==> src/rtl/cpu_clock_ctrl.sv <==
// Run/halt/single-step controller: divides clk by a programmable period and issues
// one-cycle CPU clock-enable pulses, counting them and halting on breakpoint hits.
module cpu_clock_ctrl #(
  parameter int DIV_W       = 16,
  parameter int DEFAULT_DIV = 50,
  parameter int CNT_W       = 32
) (
  input  logic             clk,
  input  logic             rst,
  input  logic             run_req,
  input  logic             halt_req,
  input  logic             step_req,
  input  logic             bp_hit,
  input  logic             div_load,
  input  logic [DIV_W-1:0] div_value,
  output logic             cpu_clk_en,
  output logic             running,
  output logic             halted,
  output logic [CNT_W-1:0] cycle_count
);

  typedef enum logic [1:0] {
    ST_HALT = 2'd0,
    ST_RUN  = 2'd1,
    ST_STEP = 2'd2
  } state_t;

  state_t           state_q;
  logic [DIV_W-1:0] div_q, div_d;
  logic [DIV_W-1:0] cnt_q, cnt_d;
  logic [CNT_W-1:0] cycles_q, cycles_d;
  logic             en_q, en_d;
  logic             tick;

  // A divider reload restarts the period, so the terminal count of the old period is dropped.
  always_comb begin
    tick  = (cnt_q == div_q) && !div_load;
    div_d = div_q;
    cnt_d = cnt_q + 1'b1;
    if (div_load) begin
      div_d = div_value;
      cnt_d = '0;
    end else if (cnt_q == div_q) begin
      cnt_d = '0;
    end
    en_d     = tick && (state_q != ST_HALT) && !halt_req;
    cycles_d = cycles_q + {{(CNT_W-1){1'b0}}, en_q};
  end

  always_ff @(posedge clk or posedge rst) begin
    if (rst) begin
      state_q  <= ST_HALT;
      div_q    <= DIV_W'(DEFAULT_DIV);
      cnt_q    <= '0;
      en_q     <= 1'b0;
      cycles_q <= '0;
    end else begin
      div_q    <= div_d;
      cnt_q    <= cnt_d;
      en_q     <= en_d;
      cycles_q <= cycles_d;
      // halt_req outranks every other request in every state.
      if (halt_req) begin
        state_q <= ST_HALT;
      end else begin
        case (state_q)
          ST_HALT: begin
            if (step_req)     state_q <= ST_STEP;
            else if (run_req) state_q <= ST_RUN;
          end
          ST_RUN: begin
            if (step_req)             state_q <= ST_STEP;
            else if (tick && bp_hit)  state_q <= ST_HALT;
          end
          ST_STEP: begin
            if (tick) state_q <= ST_HALT;
          end
          default: state_q <= ST_HALT;
        endcase
      end
    end
  end

  assign cpu_clk_en  = en_q;
  assign running     = (state_q == ST_RUN);
  assign halted      = (state_q == ST_HALT);
  assign cycle_count = cycles_q;

endmodule
==> config.mk <==
export PLATFORM = sky130hd
export DESIGN_NAME = cpu_clock_ctrl
export DESIGN_NICKNAME = d
export VERILOG_FILES = /design/src/rtl/cpu_clock_ctrl.sv
export SDC_FILE = /design/constraint.sdc
export NUM_CORES = 1
export LEC_CHECK = 0
export ABC_AREA = 0
export CORE_ASPECT_RATIO = 1.1
export CORE_MARGIN = 2
export CORE_UTILIZATION = 35
export DETAILED_ROUTE_END_ITERATION = 7
export GPL_TIMING_DRIVEN = 0
export SYNTH_ARGS = -nofsm -noshare
export SYNTH_HDL_FRONTEND = slang
export SYNTH_SLANG_ARGS = --single-unit
export TNS_END_PERCENT = 30
==> constraint.sdc <==
create_clock -name clk -period 5 [get_ports clk]
set_input_delay 1.5 -clock clk [delete_from_list [all_inputs] [get_ports clk]]
set_output_delay 1.5 -clock clk [all_outputs]
set_load 0.005 [all_outputs]
==> run_results.csv <==
group,metric,value,unit
power_and_ir_drop,vdd_drop_max,0.0001393,V
logic_synthesis,net_count_of_the_mapped_netlist,295,
logic_synthesis,gate_count_of_the_mapped_netlist,269,
logic_synthesis,synth-warning-count,0,
worst_setup_path,worstSetupEndpointType,"primary output",
logic_synthesis,synth_area,3141,µm²
power_and_ir_drop,intPower,913.4,µW
grt,global_route.overflow_total,0,
die,fp-row-count,36,
clock_network,htree_num_levels,3,
timing,hold_viol_final,0,
logic_synthesis,synth_async_sr_flop_share,1.000,
clock_network,clockRootBuffer,"sky130_fd_sc_hd__clkbuf_8",
timing,worst_slew_pin_slew,830.5,ps
power_and_ir_drop,net-switching-power,246.8,µW
power_and_ir_drop,netSwitchingFraction,0.2127,
routing,detail_route.wl_per_cell,13.34,µm
final_layout,mostFrequentLayoutCells,"sky130_fd_sc_hd__dfrtp_1, sky130_fd_sc_hd__clkdlybuf4s50_1, sky130_fd_sc_hd__xnor2_1",
final_layout,final_cells,455,
final_layout,num-nets-final,362,
die,floorplan.die_area,9747,µm²
grt,first_global_vias,2120,
grt,grt_antenna_before_repair,0,
clock_network,cts.repair_timing.setup_buffer_count,0,
worst_hold_path,hp-class,"flop to flop",
worst_setup_path,arrival,1500,ps
clock_network,cts_hold_buffers,0,
clock_network,insertion_delay,330,ps
die,initial_utilization,0.3575,
timing,grt_setup_unrepaired,"false",
timing,setup-violations-final,0,
grt,grt_use_total,0.1348,
timing,final.period_utilization,0.6004,
clock_network,path_clk_slew,70,ps
worst_hold_path,timing.hold.worst.start,"cycle_count[31]$_DFF_PP0_",
worst_setup_path,rrSetupSlack,3110,ps
clock_network,cts_resized,0,
routing,number_of_vias_per_cell,4.831,
grt,grt_pass1_wl,10090,µm
placed_design,finalWeightedCongestion,0.8778,
worst_setup_path,reg2reg_to,"cnt_q[0]$_DFF_PP0_",
final_layout,num_antenna_cells,0,
worst_setup_path,worst_setup_path_start_kind,"flop",
routing,route.final.wire_length,6068,µm
routing,drtAntennaViolNets,0,
logic_synthesis,synth_seq_cells,67,
logic_synthesis,synth_flop_cell,"sky130_fd_sc_hd__dfrtp_1",
flow_run,maxCapViolCount,0,
power_and_ir_drop,power.share.combinational,0.073,
placed_design,numPlacedInstances,439,
worst_setup_path,worstRegToRegCells,5,
power_and_ir_drop,post-layout-total-power,1.160,mW
worst_setup_path,worst-endpoint-required,3500,ps
logic_synthesis,number_of_enable_type_register_cells_in_the_synthesized_netlist,0,
power_and_ir_drop,powerDensity,284.9,nW/µm²
routing,via_count,2198,
clock_network,cts-buffers-inserted,9,
clock_network,cts_num_sinks,67,
placed_design,portBuffers,56,
run_status,status,"completed",
timing,min_period,3002,ps
routing,drc,0,
clock_network,clk_path_buf_depth,2,
routing,drt_first_iter_violations,62,
routing,drt_pass1_iterations,4,
placed_design,place.detailed.hpwl,4377,µm
worst_setup_path,critical_path.reg2reg.startpoint,"cnt_q[3]$_DFF_PP0_",
timing,timing.final.max_slew_violations,0,
final_layout,layout_commonest_cell,"sky130_fd_sc_hd__dfrtp_1",
final_layout,post_route_cells_drive_above_1_share,0.1378,
die,floorplan.die.width,94.32,µm
worst_hold_path,worst_hold_path.num_cells,1,
timing,fin_tns_setup,0,ps
logic_synthesis,synth.avg_cell_area,11.67,µm²
logic_synthesis,yosysSeqAreaShare,0.5351,
die,die_y,103.4,µm
logic_synthesis,netlist_cell_types,36,
grt,largest_net_degree_at_the_start_of_global_routing,68,
timing,timing.clock.skew,7.977,ps
worst_hold_path,timing.hold.worst_endpoint,"cycle_count[31]$_DFF_PP0_",
power_and_ir_drop,p_seq_frac,0.496,
power_and_ir_drop,clockPowerShare,0.431,
final_layout,area.growth.synth_to_final,29.68,%
worst_setup_path,critPathMaxFanout,5,
clock_network,cts_tree,"done",
worst_setup_path,path_class,"flop to primary output",
timing,timing.max_slew.rel_slack,0.4463,
timing,max_freq,333.1,MHz
die,ios,58,
die,design.core.area,8783,µm²
power_and_ir_drop,cellLeakagePower,1.722,nW
timing,finalHoldWorstSlack,476.4,ps
[synthesized netlist by cell type, drive strengths merged, types with 2 or more instances]
library cell,instances,area [µm²]
xor2,14,122.6
dfrtp,64,1602
nand3,21,105.1
clkbuf,3,11.26
mux2,16,180.2
and2,2,12.51
dfstp,3,78.83
nand4,21,137.6
nor3,4,36.29
and3,7,43.79
or3,2,12.51
nor4,4,40.04
buf,4,31.27
a21oi,4,20.02
xnor2,44,392.9
ha,3,37.54
inv,5,18.77
nor2,23,86.33
o41ai,2,36.29
and4,4,35.03
nand2,12,45.04
[final cells by class]
cell class | instances | area, µm²
fill | 833 | 4711
sequential | 67 | 1680
multi-input combinational | 190 | 1399
timing repair buffer | 56 | 560.5
clock buffer | 11 | 151.4
tap | 114 | 142.6
clock inverter | 5 | 75.07
buffer | 7 | 42.54
inverter | 5 | 21.27
[stage by stage]
stage,setup WS [ps],utilization,instance area (µm²)
floorplan,1822,-,3141
global placement,570.7,0.4376,3844
detailed placement,2008,0.4379,3846
CTS,1952,0.4637,4073
global route,1885,0.4637,4073
finish,1998,0.4637,4073
[worst max path at each step]
stage / to / cells after the start / startpoint / slack, ps
final: halted / 2 / state_q[0]$_DFFE_PP0P_ / 2000
after global routing: halted / 2 / state_q[0]$_DFFE_PP0P_ / 1890
after CTS: halted / 2 / state_q[1]$_DFFE_PP0P_ / 1950
after detailed placement: div_q[2]$_DFFE_PP0P_ / 3 / div_load / 2010
after global placement: cycle_count[28]$_DFF_PP0_ / 2 / rst / 570
after floorplan: cnt_q[0]$_DFF_PP0_ / 1 / rst / 1820
[layer usage]
metal | share of wire | up-vias | GRT usage
met5 | 0 | - | 0
met4 | 0.0094 | 0 | 0.04794
met3 | 0.040 | 5 | 0.04203
met2 | 0.49 | 45 | 0.2176
met1 | 0.46 | 1078 | 0.1726
li1 | - | 1070 | -
[cells by family after synthesis]
group                      after synthesis  share of synthesized area
xor gates and xnor gates                58                     0.1641
adders and majority gates                3                    0.01195
muxes                                   16                    0.05737
buffers and inverters                   12                    0.01952
AOI/OAI and AO/OA                        9                    0.02391
DFF                                     67                     0.5351
and+or+nand+nor                        104                     0.1880
[sequential cells by signal, indices dropped and copies added, names as in the netlist]
name and flops:
cycle_count 32, cpu_clk_en 1, cnt_q 16, div_q 16, state_q 2
[critical path, cell delays in order (launching register included)]
cell and delay [ps]:
sky130_fd_sc_hd__dfrtp_1 410, sky130_fd_sc_hd__nor2_1 210, sky130_fd_sc_hd__clkdlybuf4s50_1 550
[power groups by stage]
stage / Clock [mW] / Sequential [mW] / Combinational (mW)
after floorplan: 0 / 0.581 / 0.0554
after global placement: 0 / 0.586 / 0.0860
after detailed placement: 0 / 0.586 / 0.0871
after CTS: 0.518 / 0.576 / 0.0873
after global routing: 0.542 / 0.577 / 0.0951
final: 0.501 / 0.575 / 0.0846
(Power assumes the default switching activity.)
